--- src/rtl/gate_sweep_pkg.sv ---
// Shared definitions for the gate truth-table sweeper: FSM state encoding
// and the reference AND model used at each sample point.
package gate_sweep_pkg;

    localparam int unsigned MaxIn = 8;

    typedef enum logic [1:0] {
        IDLE  = 2'd0,
        APPLY = 2'd1,
        DONE  = 2'd2
    } gts_state_e;

    // Unused upper bits must be driven to 1 by the caller.
    function automatic logic expected_and(input logic [MaxIn-1:0] vec);
        return &vec;
    endfunction

endpackage

--- src/rtl/dwell_counter.sv ---
// Counts cycles a stimulus vector has been held; last flags the sample cycle.
module dwell_counter #(
    parameter int unsigned DWELL = 4
) (
    input  logic clk,
    input  logic rst,
    input  logic clr,
    input  logic en,
    output logic last
);

    localparam int unsigned CntW = (DWELL > 1) ? $clog2(DWELL) : 1;

    logic [CntW-1:0] r_cnt;

    always_ff @(posedge clk) begin
        if (rst || clr) begin
            r_cnt <= '0;
        end else if (en) begin
            r_cnt <= r_cnt + CntW'(1);
        end
    end

    assign last = (r_cnt == CntW'(DWELL - 1));

endmodule

--- src/rtl/gate_truth_sweeper.sv ---
// Walks every input vector of an N_IN-input AND gate, samples its output at the
// end of each dwell window and counts mismatches. GTS_FAIL_CAPTURE_EN adds
// first-failing-vector capture (fail_vec / fail_valid).
module gate_truth_sweeper
    import gate_sweep_pkg::*;
#(
    parameter int unsigned N_IN  = 2,
    parameter int unsigned DWELL = 4
) (
    input  logic            clk,
    input  logic            rst,
    input  logic            start,
    output logic [N_IN-1:0] a_vec,
    input  logic            dut_out,
    output logic            busy,
    output logic            done,
    output logic            pass,
    output logic [N_IN:0]   err_cnt
`ifdef GTS_FAIL_CAPTURE_EN
    ,
    output logic [N_IN-1:0] fail_vec,
    output logic            fail_valid
`endif
);

    localparam logic [N_IN:0] ErrMax = (N_IN + 1)'(1) << N_IN;

    gts_state_e      r_state;
    logic [N_IN-1:0] r_a_vec;
    logic [N_IN:0]   r_err_cnt;
    logic            r_busy;
    logic            r_done;
    logic            r_pass;

    logic             w_last;
    logic             w_start_ok;
    logic             w_sample;
    logic             w_mismatch;
    logic [MaxIn-1:0] w_and_arg;
    logic [N_IN:0]    w_err_next;

    assign w_start_ok = start && (r_state != APPLY);
    assign w_sample   = (r_state == APPLY) && w_last;

    dwell_counter #(
        .DWELL (DWELL)
    ) u_dwell (
        .clk  (clk),
        .rst  (rst),
        .clr  (w_start_ok || w_sample),
        .en   (r_state == APPLY),
        .last (w_last)
    );

    always_comb begin
        w_and_arg            = '1;
        w_and_arg[N_IN-1:0]  = r_a_vec;
        w_mismatch           = w_sample && (dut_out != expected_and(w_and_arg));
        w_err_next           = r_err_cnt;
        if (w_mismatch && (r_err_cnt != ErrMax)) begin
            w_err_next = r_err_cnt + (N_IN + 1)'(1);
        end
    end

    always_ff @(posedge clk) begin
        if (rst) begin
            r_state   <= IDLE;
            r_a_vec   <= '0;
            r_err_cnt <= '0;
            r_busy    <= 1'b0;
            r_done    <= 1'b0;
            r_pass    <= 1'b0;
        end else begin
            unique case (r_state)
                IDLE, DONE: begin
                    if (start) begin
                        r_state   <= APPLY;
                        r_a_vec   <= '0;
                        r_err_cnt <= '0;
                        r_busy    <= 1'b1;
                        r_done    <= 1'b0;
                        r_pass    <= 1'b0;
                    end
                end
                APPLY: begin
                    if (w_sample) begin
                        r_err_cnt <= w_err_next;
                        if (&r_a_vec) begin
                            r_state <= DONE;
                            r_busy  <= 1'b0;
                            r_done  <= 1'b1;
                            r_pass  <= (w_err_next == '0);
                        end else begin
                            r_a_vec <= r_a_vec + N_IN'(1);
                        end
                    end
                end
                default: r_state <= IDLE;
            endcase
        end
    end

`ifdef GTS_FAIL_CAPTURE_EN
    logic [N_IN-1:0] r_fail_vec;
    logic            r_fail_valid;

    always_ff @(posedge clk) begin
        if (rst || w_start_ok) begin
            r_fail_vec   <= '0;
            r_fail_valid <= 1'b0;
        end else if (w_mismatch && !r_fail_valid) begin
            r_fail_vec   <= r_a_vec;
            r_fail_valid <= 1'b1;
        end
    end

    assign fail_vec   = r_fail_vec;
    assign fail_valid = r_fail_valid;
`endif

    assign a_vec   = r_a_vec;
    assign busy    = r_busy;
    assign done    = r_done;
    assign pass    = r_pass;
    assign err_cnt = r_err_cnt;

endmodule

--- config.mk ---
export PLATFORM = sky130hd
export DESIGN_NAME = gate_truth_sweeper
export DESIGN_NICKNAME = d
export VERILOG_FILES = /design/src/rtl/gate_sweep_pkg.sv /design/src/rtl/dwell_counter.sv /design/src/rtl/gate_truth_sweeper.sv
export SDC_FILE = /design/constraint.sdc
export NUM_CORES = 1
export LEC_CHECK = 0
export ABC_CLOCK_PERIOD_IN_PS = 1800
export CAP_MARGIN = 0
export CORE_MARGIN = 1
export CORE_UTILIZATION = 45
export DETAILED_ROUTE_END_ITERATION = 10
export PLACE_DENSITY = 0.79
export SKIP_LAST_GASP = 1
export SYNTH_ARGS = -nofsm -noshare
export SYNTH_HDL_FRONTEND = slang
export SYNTH_HIERARCHICAL = 1
export SYNTH_SLANG_ARGS = --single-unit
--- constraint.sdc ---
create_clock -name clk -period 1.8 [get_ports clk]
set_clock_uncertainty 0.1 [all_clocks]
set_input_delay 0.18 -clock clk [delete_from_list [all_inputs] [get_ports clk]]
set_output_delay 0.18 -clock clk [all_outputs]
set_load 0.01 [all_outputs]
Word-level counts from Yosys, hierarchy flattened
Cells that the tools add are included.
{"block": "totals", "elab_cells": 58, "out_inout_bits": 8, "ram_bits": 0, "mem_bits_ro": 0, "register_bits": 12, "in_bits": 4, "latchBits": 0, "mem_count": 0}
{"block": "op_classes", "n_eq_ne": 10, "div_mod_pow": 0, "n_reduce_logical": 15, "order_cmp": 0, "n_mux": 23, "shift": 0, "bitwise": 0, "mul": 0, "n_addsub": 3}
{"op": "2-bit 2-to-1 mux", "count": 6}
{"op": "3-bit 2-to-1 mux", "count": 3}
{"op": "1-bit 2-to-1 mux", "count": 8}
{"op": "2-bit inequality test, second input constant", "count": 4}
{"op": "2-bit one-hot mux with 2 select lines", "count": 2}
{"op": "4-bit AND reduction", "count": 2}
{"op": "1-bit one-hot mux with 2 select lines", "count": 3}
{"op": "3-bit one-hot mux with 2 select lines", "count": 1}
{"op": "3-bit AND reduction", "count": 2}
{"op": "2-bit by 1-bit adder with 2-bit output, second input constant", "count": 2}
{"op": "2-bit equality test, second input constant", "count": 2}
{"op": "1-bit logical AND", "count": 4}
{"op": "3-bit by 1-bit adder with 3-bit output, second input constant", "count": 1}
{"op": "3-bit zero test", "count": 1}
{"op": "3-bit inequality test, second input constant", "count": 1}
{"op": "2-bit by 1-bit equality test with 1-bit output, second input constant", "count": 1}
{"op": "2-bit zero test", "count": 1}
{"op": "1-bit logical OR", "count": 2}
{"op": "2-bit by 1-bit inequality test with 1-bit output, second input constant", "count": 1}
{"op": "2-bit AND reduction", "count": 1}
{"op": "2-bit nonzero test", "count": 1}
{"op": "2-bit OR reduction", "count": 1}
{"op": "1-bit inequality test", "count": 1}

Logic depth before layout (Yosys ltp)
Gate-level depths: netlist of run 1.
{"block": "logic_depth", "depth_word": 9, "depth_mapped": 6, "depth_no_buf": 6}

Hierarchy
The synthesis of run 1 kept the hierarchy.
{"mod": "gate_truth_sweeper", "area_each_um2": 535.5, "n_inst": 1, "seq_area_each_um2": 200.2, "cells_per_inst": 65}
{"mod": "dwell_counter", "area_each_um2": 91.3, "n_inst": 1, "seq_area_each_um2": 40.0, "cells_per_inst": 7}

Worst setup path before layout of run 1
OpenSTA, ideal clock, no wires.
{"block": "synth_path", "kind": "reg-to-reg", "start": "register r_a_vec[0] (netlist: a_vec[0])", "end": "register r_pass (netlist: pass)", "path_slack_ns": 0.140, "setup_ns": 0.101, "period_less_slack_ns": 1.660, "arrival_time_ns": 1.460, "path_stages_with_launch": 6, "t_required_ns": 1.599, "path_buffers": 0, "cell_sequence": "dfxtp_1 -> ha_1 -> xor2_2 -> nand3_1 -> mux2i_1 -> o41ai_1"}
{"block": "synth_via", "elab_chain_cells": 9, "word_cells_on_any_way": 11, "classes_between": "eq/ne (2); mux (4); reduce/logical (5)"}
{"element": "start: declaration", "line": "gate_truth_sweeper.sv:29", "source": "logic [N_IN-1:0] r_a_vec;"}
{"element": "start signal: assignment", "line": "gate_truth_sweeper.sv:94", "source": "r_a_vec <= r_a_vec + N_IN'(1);"}
{"element": "2-bit AND reduction (*)", "line": "gate_sweep_pkg.sv:15, gate_truth_sweeper.sv:88"}
{"element": "1-bit inequality test", "line": "gate_truth_sweeper.sv:58", "source": "w_mismatch = w_sample && (dut_out != expected_and(w_and_arg));"}
{"element": "1-bit logical AND", "line": "gate_truth_sweeper.sv:58"}
{"element": "1-bit logical AND", "line": "gate_truth_sweeper.sv:60", "source": "if (w_mismatch && (r_err_cnt != ErrMax)) begin"}
{"element": "3-bit 2-to-1 mux", "line": "gate_truth_sweeper.sv:60"}
{"element": "3-bit zero test", "line": "gate_truth_sweeper.sv:92", "source": "r_pass <= (w_err_next == '0);"}
{"element": "1-bit 2-to-1 mux", "line": "gate_truth_sweeper.sv:88", "source": "if (&r_a_vec) begin"}
{"element": "1-bit 2-to-1 mux", "line": "gate_truth_sweeper.sv:86", "source": "if (w_sample) begin"}
{"element": "1-bit one-hot mux with 2 select lines", "line": "gate_truth_sweeper.sv:74", "source": "unique case (r_state)"}
{"element": "end signal: assignment", "line": "gate_truth_sweeper.sv:92"}
{"element": "end: declaration", "line": "gate_truth_sweeper.sv:33", "source": "logic r_pass;"}
Mark *: on every way between the ends. The rest lies on a longest branch, timed or not. The select of a mux whose other input is x is not followed.
A chain may end at the register's enable or synchronous reset.

Final worst setup path of run 1
{"block": "layout_path", "start": "register u_dwell.r_cnt[0]", "end": "register r_pass (netlist: pass)"}
{"block": "layout_via", "elab_chain_cells": 9, "word_cells_on_any_way": 11, "classes_between": "eq/ne (2); mux (4); reduce/logical (5)"}
{"element": "start: declaration", "line": "dwell_counter.sv:14", "source": "logic [CntW-1:0] r_cnt;"}
{"element": "start signal: assignment", "line": "dwell_counter.sv:20", "source": "r_cnt <= r_cnt + CntW'(1);"}
{"element": "2-bit equality test (*)", "line": "dwell_counter.sv:24", "source": "assign last = (r_cnt == CntW'(DWELL - 1));"}
{"element": "net w_last", "line": "gate_truth_sweeper.sv:35", "source": "logic w_last;"}
{"element": "1-bit logical AND (*)", "line": "gate_truth_sweeper.sv:43", "source": "assign w_sample = (r_state == APPLY) && w_last;"}
{"element": "1-bit logical AND", "line": "gate_truth_sweeper.sv:58"}
{"element": "1-bit logical AND", "line": "gate_truth_sweeper.sv:60"}
{"element": "3-bit 2-to-1 mux", "line": "gate_truth_sweeper.sv:60"}
{"element": "3-bit zero test", "line": "gate_truth_sweeper.sv:92"}
{"element": "1-bit 2-to-1 mux", "line": "gate_truth_sweeper.sv:88"}
{"element": "1-bit 2-to-1 mux", "line": "gate_truth_sweeper.sv:86"}
{"element": "1-bit one-hot mux with 2 select lines", "line": "gate_truth_sweeper.sv:74"}
Mark *: on every way through the listed nets, which the timed path passes. The rest lies on a longest branch. The select of a mux whose other input is x is not followed.

==> run_results.csv, run 1 <==
group,metric,value,unit
run_status,status,"finished, final reports clean",
detailed_routing,dr_total_vias,572,
cts,clk_latency,0.28,ns
critical_path,path_class,"register to register",
timing,clock.fmax,599,MHz
power,p_seq_share,55.5,%
detailed_routing,first_iter_violations,15,
final_layout,fillerInstances,119,
detailed_routing,ant_nets,0,
floorplan,core,1300,um2
timing,setup-violations-final,0,
floorplan,die_w,39.3,um
grt,grt_first_pass_wirelength,1970,um
cts,cts_resized,0,
timing,hold_viol_final,0,
yosys,ys_seq_area_share,38.3,%
cts,cts-hold-fix-buffers,0,
min_path,hold_start,"r_state[1]$_SDFFE_PP0P_",
place,place_ws,0.178,ns
critical_path,critPathRequiredTime,1.88,ns
detailed_routing,routedWlPerCell,12.3,um
yosys,ys_types,28,
yosys,syn-cell-area,627,um2
critical_path,r2r_setup_slack,0.13,ns
cts,cts_num_sinks,12,
min_path,hp-class,"register to register",
flow_run,maxCapViolations,0,
timing,slew_headroom,68.3,%
cts,htree_levels,1,
power,power.density,628,nW/um2
place,gp_congestion,0.754,
yosys,ys_ff_latch,12,
critical_path,r2r_start,"u_dwell/r_cnt[0]$_SDFFE_PP0P_",
min_path,hold_depth,2,
power,p_switching,0.122,mW
critical_path,worst_path_max_delay_cell,"dfxtp_1",
place,hpwl,914,um
grt,grt_overflow_total,0,
grt,grt_max_degree,13,
power,irDropWorstVdd,0.441,mV
critical_path,critPathTopFamily,"simple AND/OR/NAND/NOR gates",
timing,finalCriticalPeriod,1.67,ns
floorplan,die_h,39.3,um
final_layout,drive_gt1_share,11.4,%
floorplan,pin_count,12,
cts,cts_max_path_buffers,2,
floorplan,num_rows,13,
timing,rsz0062_at_grt,"false",
critical_path,r2r_cells,5,
detailed_routing,drc_errors,0,
yosys,avgSynthCellArea,8.71,um2
power,clock_power_share,33.6,%
power,pwr-share-comb,11.0,%
final_layout,final_cell_mix,"dfxtp_1 (12), clkdlybuf4s50_1 (11), a21oi_1 (9)",
min_path,hold_end,"r_state[1]$_SDFFE_PP0P_",
timing,drv_slew,0,
detailed_routing,viasPerCell,5.55,
grt,antenna_found_initial,0,
cts,cts_inserted_buffers,3,
detailed_routing,dr.pass1.iters,4,
critical_path,crit_chain,"ha_1 > and3b_1 > nand3_1 > mux2i_1 > o41ai_1",
timing,hold_slack,0.396,ns
power,netSwitchingFraction,24.6,%
grt,grt_pass1_vias,482,
critical_path,end_kind,"register",
final_layout,layout-area-overhead-vs-synth,26.5,%
yosys,synth_nets,80,
timing,worst_pin_slew,0.474,ns
yosys,yosys_warnings,6,
cts,clk_pin_slew_worst_paths,0.07,ns
critical_path,crit_fanout,7,
critical_path,cpPeakStageDelay,0.35,ns
final_layout,num_antenna_cells,0,
floorplan,die_area,1550,um2
grt,grt_use_total,19.9,%
timing,setup_slack,0.132,ns
cts,cts_tree,"built",
final_layout,final_nets,98,
critical_path,r2r_end,"pass$_SDFFE_PP0P_",
critical_path,startpoint_type,"register",
critical_path,crit_buf_inv,0,
critical_path,crit_arrival,1.75,ns
cts,postCtsSetupRepairBufs,0,
place,port_buffers,11,
cts,root_buffer,"clkbuf_4",
floorplan,initial_utilization,48.2,%
yosys,syn_inst,72,
detailed_routing,drt-total-wl,1260,um
timing,timing.final.crit_share,92.7,%
power,p_int,0.376,mW
final_layout,layout_commonest_cell,"dfxtp_1",
timing,tns,0,ns
power,p_leak,0.326,nW
==> through the flow <==
stage	cell area (um2)	std cells	power, mW	util (%)
CTS	793	103	0.505	61.0
global placement	771	100	0.335	59.2
detailed placement	771	100	0.336	59.2
global route	793	103	0.522	61.0
finish	793	103	0.498	61.0
floorplan	627	72	0.311	-
==> synth_stat cells <==
cell type	n	area (um2)
o41ai_1	1	8.76
nor3_1	2	10.0
a211oi_1	1	7.51
inv_1	5	18.8
nand2b_1	1	6.26
a31oi_1	2	12.5
nand2_1	4	15.0
xnor2_1	1	8.76
nand3b_1	1	7.51
buf_1	1	3.75
nand4_1	3	18.8
buf_6	1	11.3
nand4b_1	1	8.76
dfxtp_1	12	240
a21oi_1	9	45.0
o21ai_1	2	10.0
and2b_1	1	7.51
mux2i_1	3	30.0
and2_1	1	6.26
ha_1	4	50.1
o21a_1	1	7.51
nor2b_1	1	6.26
o21ai_0	2	10.0
xor2_2	1	16.3
nor2_1	7	26.3
nor3_2	2	20.0
nand3_1	1	5.00
and3b_1	1	8.76
==> kinds of logic (layout without fill, tap and decap cells) <==
logic type | Yosys count | after routing | share of synthesized area [%]
simple gates | 26 | 26 | 23.4
compound gates | 18 | 18 | 16.2
flops | 12 | 12 | 38.3
buf+inv | 7 | 23 | 5.39
fa+ha+maj | 4 | 4 | 7.98
mux | 3 | 3 | 4.79
xor+xnor | 2 | 2 | 3.99
==> state kept, by name, indices dropped and copies added (netlist names) <==
register and cells:
err_cnt 3, r_state 2, a_vec 2, busy 1, pass 1, u_dwell/r_cnt 2
done 1
==> cell type report <==
| cell class | instances | area, um2 | share of cell area (%) |
|---|---|---|---|
| Multi-Input combinational cell | 53 | 353 | 44.5 |
| Sequential cell | 12 | 240 | 30.3 |
| Timing Repair Buffer | 15 | 140 | 17.7 |
| Clock buffer | 3 | 22.5 | 2.84 |
| Inverter | 5 | 18.8 | 2.37 |
| Tap cell | 15 | 18.8 | 2.37 |
==> worst max path at each step <==
| stage | from | end | slack (ns) | cells after the start |
|---|---|---|---|---|
| 2_1_floorplan | a_vec[0]$_SDFFE_PP0P_ | pass$_SDFFE_PP0P_ | 0.14 | 5 |
| 3_3_place_gp | u_dwell/r_cnt[0]$_SDFFE_PP0P_ | pass$_SDFFE_PP0P_ | 0.22 | 5 |
| 3_5_place_dp | u_dwell/r_cnt[0]$_SDFFE_PP0P_ | pass$_SDFFE_PP0P_ | 0.18 | 5 |
| 4_1_cts | u_dwell/r_cnt[0]$_SDFFE_PP0P_ | pass$_SDFFE_PP0P_ | 0.15 | 5 |
| 5_1_grt | u_dwell/r_cnt[0]$_SDFFE_PP0P_ | pass$_SDFFE_PP0P_ | 0.01 | 5 |
| 6_report | u_dwell/r_cnt[0]$_SDFFE_PP0P_ | pass$_SDFFE_PP0P_ | 0.13 | 5 |
==> power groups by stage <==
stage	clock network [mW]	registers (mW)	logic [mW]
floorplan	0	0.282	0.0294
global placement	0	0.282	0.0530
detailed placement	0	0.282	0.0538
CTS	0.175	0.276	0.0546
global route	0.186	0.277	0.0592
finish	0.167	0.276	0.0547
==> per-layer routing <==
| layer | vias up | GRT usage (%) | routed length, um |
|---|---|---|---|
| met4 | 0 | 15.5 | 50 |
| met1 | 258 | 26.2 | 600 |
| met5 | - | 0 | 0 |
| met2 | 20 | 27.1 | 536 |
| li1 | 287 | - | - |
| met3 | 7 | 5.11 | 76 |
==> tightest hold or removal path, delay by kind of cell (launching register included) <==
| family | cells | cell delay, ns |
|---|---|---|
| compound gates | 1 | 0.06 |
| flops | 1 | 0.34 |
| simple gates | 1 | 0.06 |
Power figures use the tool's default switching activity.
==> run 2: changes to the inputs <==
Settings changed: CAP_MARGIN 0 to 30.
==> results of run 2 <==
No change in the layout: final DEF, timing and power equal those of run 1.
==> run 3: changes to the inputs <==
Settings changed: CELL_PAD_IN_SITES_DETAIL_PLACEMENT set to 1, CELL_PAD_IN_SITES_GLOBAL_PLACEMENT set to 1, CORE_UTILIZATION 45 to 36, PLACE_DENSITY 0.79 to 0.83.
==> run_results.csv, run 3 (synthesized netlist as in run 1, its figures left out) <==
group,metric,value,unit
floorplan,die_w,43.7,um
floorplan,die_area,1910,um2
grt,antenna_found_initial,0,
run_status,violations,"design-rule violations",
final_layout,final_cell_mix,"dfxtp_1 (11), clkdlybuf4s50_1 (11), a21oi_1 (9)",
critical_path,startpoint_type,"register",
run_status,status,"finished with violations",
power,p_leak,0.333,nW
flow_run,maxCapViolations,0,
final_layout,fillerInstances,188,
detailed_routing,drc_errors,1,
critical_path,crit_arrival,1.79,ns
grt,grt_first_pass_wirelength,2920,um
timing,rsz0062_at_grt,"false",
grt,grt_pass1_vias,621,
critical_path,path_class,"register to register",
floorplan,core,1560,um2
min_path,hp-class,"register to register",
cts,htree_levels,1,
grt,top_usage_layer,"met2",
detailed_routing,routedWlPerCell,17.3,um
final_layout,num_antenna_cells,0,
detailed_routing,drt-total-wl,1810,um
timing,clock.fmax,584,MHz
cts,clk_latency,0.28,ns
grt,gr-usage-met1,26.6,%
final_layout,seq_area,241,um2
floorplan,num_rows,14,
final_layout,largest_register_ffs,3,
cts,cts_max_path_buffers,2,
detailed_routing,first_iter_violations,16,
timing,hold_viol_final,0,
final_layout,drive_gt1_share,14.6,%
critical_path,end_kind,"register",
floorplan,die_h,43.7,um
detailed_routing,viasPerCell,5.75,
floorplan,initial_utilization,40.2,%
cts,clk_pin_slew_worst_paths,0.09,ns
cts,root_buffer,"clkbuf_4",
place,detailed_place.area,772,um2
detailed_routing,dr_total_vias,604,
grt,use_met3,4.17,%
timing,worst_pin_slew,0.444,ns
cts,cts_num_sinks,12,
grt,grt_use_met2,35.8,%
cts,cts_tree,"built",
final_layout,multiInputGateArea,354,um2
place,gp_congestion,0.832,
timing,finalCriticalPeriod,1.71,ns
floorplan,pin_count,12,
timing,tns,0,ns
timing,timing.final.crit_share,95.1,%
detailed_routing,dr.pass1.iters,7,
power,power.density,697,nW/um2
final_layout,final_nets,98,
place,place_ws,0.121,ns
final_layout,design_area,811,um2
detailed_routing,ant_nets,0,
critical_path,critPathRequiredTime,1.87,ns
cts,cts_inserted_buffers,3,
grt,grt_max_degree,12,
timing,setup_slack,0.0874,ns
final_layout,layout-area-overhead-vs-synth,29.3,%
grt,grt_use_total,21.2,%
place,port_buffers,11,
critical_path,crit_fanout,5,
timing,slew_headroom,70.3,%
timing,drv_slew,0,
grt,grt_overflow_total,0,
timing,setup-violations-final,0,
place,hpwl,1300,um
power,irDropWorstVdd,0.530,mV
run 3: changes by cell type in the layout (fill, tap and decap cells not counted):
cell / change
and3b_1: -1
dfxtp_1: -1
clkbuf_8: +1
and3b_2: +1
dfxtp_2: +1
run 3: path summary, 6_finish.rpt:
check | startpoint | to | slack (ns) | depth (start not counted)
max | err_cnt[0]$_SDFFE_PP0P_ | pass$_SDFFE_PP0P_ | 0.09 | 5
min | r_state[1]$_SDFFE_PP0P_ | r_state[1]$_SDFFE_PP0P_ | 0.41 | 2
max reg2reg | err_cnt[0]$_SDFFE_PP0P_ | pass$_SDFFE_PP0P_ | 0.09 | 5
min reg2reg | r_state[1]$_SDFFE_PP0P_ | r_state[1]$_SDFFE_PP0P_ | 0.41 | 2
run 3: power breakdown:
group          switching [mW]  leakage [nW]  internal, mW
combinational          0.0305         0.215        0.0273
sequential            0.00519        0.0979         0.271
clock                   0.107        0.0210         0.123
total                   0.143         0.333         0.422
run 3: cell type report:
class / count / share of cell area (%)
repair buffers: 15 / 17.3
multi-input cells: 53 / 43.7
well taps: 16 / 2.47
inverters: 5 / 2.31
clock buffers: 4 / 4.48
flip-flops and latches: 12 / 29.8
run 3: what timing repair did:
action | in CTS | in global routing
hold buffers | 0 | 0
setup buffers | 0 | 0
endpoints found under the setup margin | 0 | 1
hold endpoints to repair | 0 | 0
resized for setup | 0 | 2
run 3: routing by layer:
layer  vias to the layer above  share of wire [%]
met2                        17                 48
met3                         7                4.8
met5                         -                  0
met1                       289                 45
met4                         0                1.8
li1                        291                  -
run 3: through the flow:
| stage | total power, mW | util, % | hold slack (ns) | std cells |
|---|---|---|---|---|
| after global routing | 0.580 | 52.0 | 0.444 | 105 |
| after detailed placement | 0.339 | 49.5 | 0.397 | 101 |
| after global placement | 0.337 | 49.5 | 0.372 | 101 |
| after floorplan | 0.311 | - | 0.151 | 72 |
| after CTS | 0.565 | 51.8 | 0.411 | 105 |
| final | 0.565 | 52.0 | 0.405 | 105 |
run 3: worst max-delay path, cell delays in order (launching register included):
cell      delay (ns)
dfxtp_2         0.39
inv_1           0.09
ha_1            0.32
a211oi_1        0.23
mux2i_1         0.11
o41ai_1         0.37
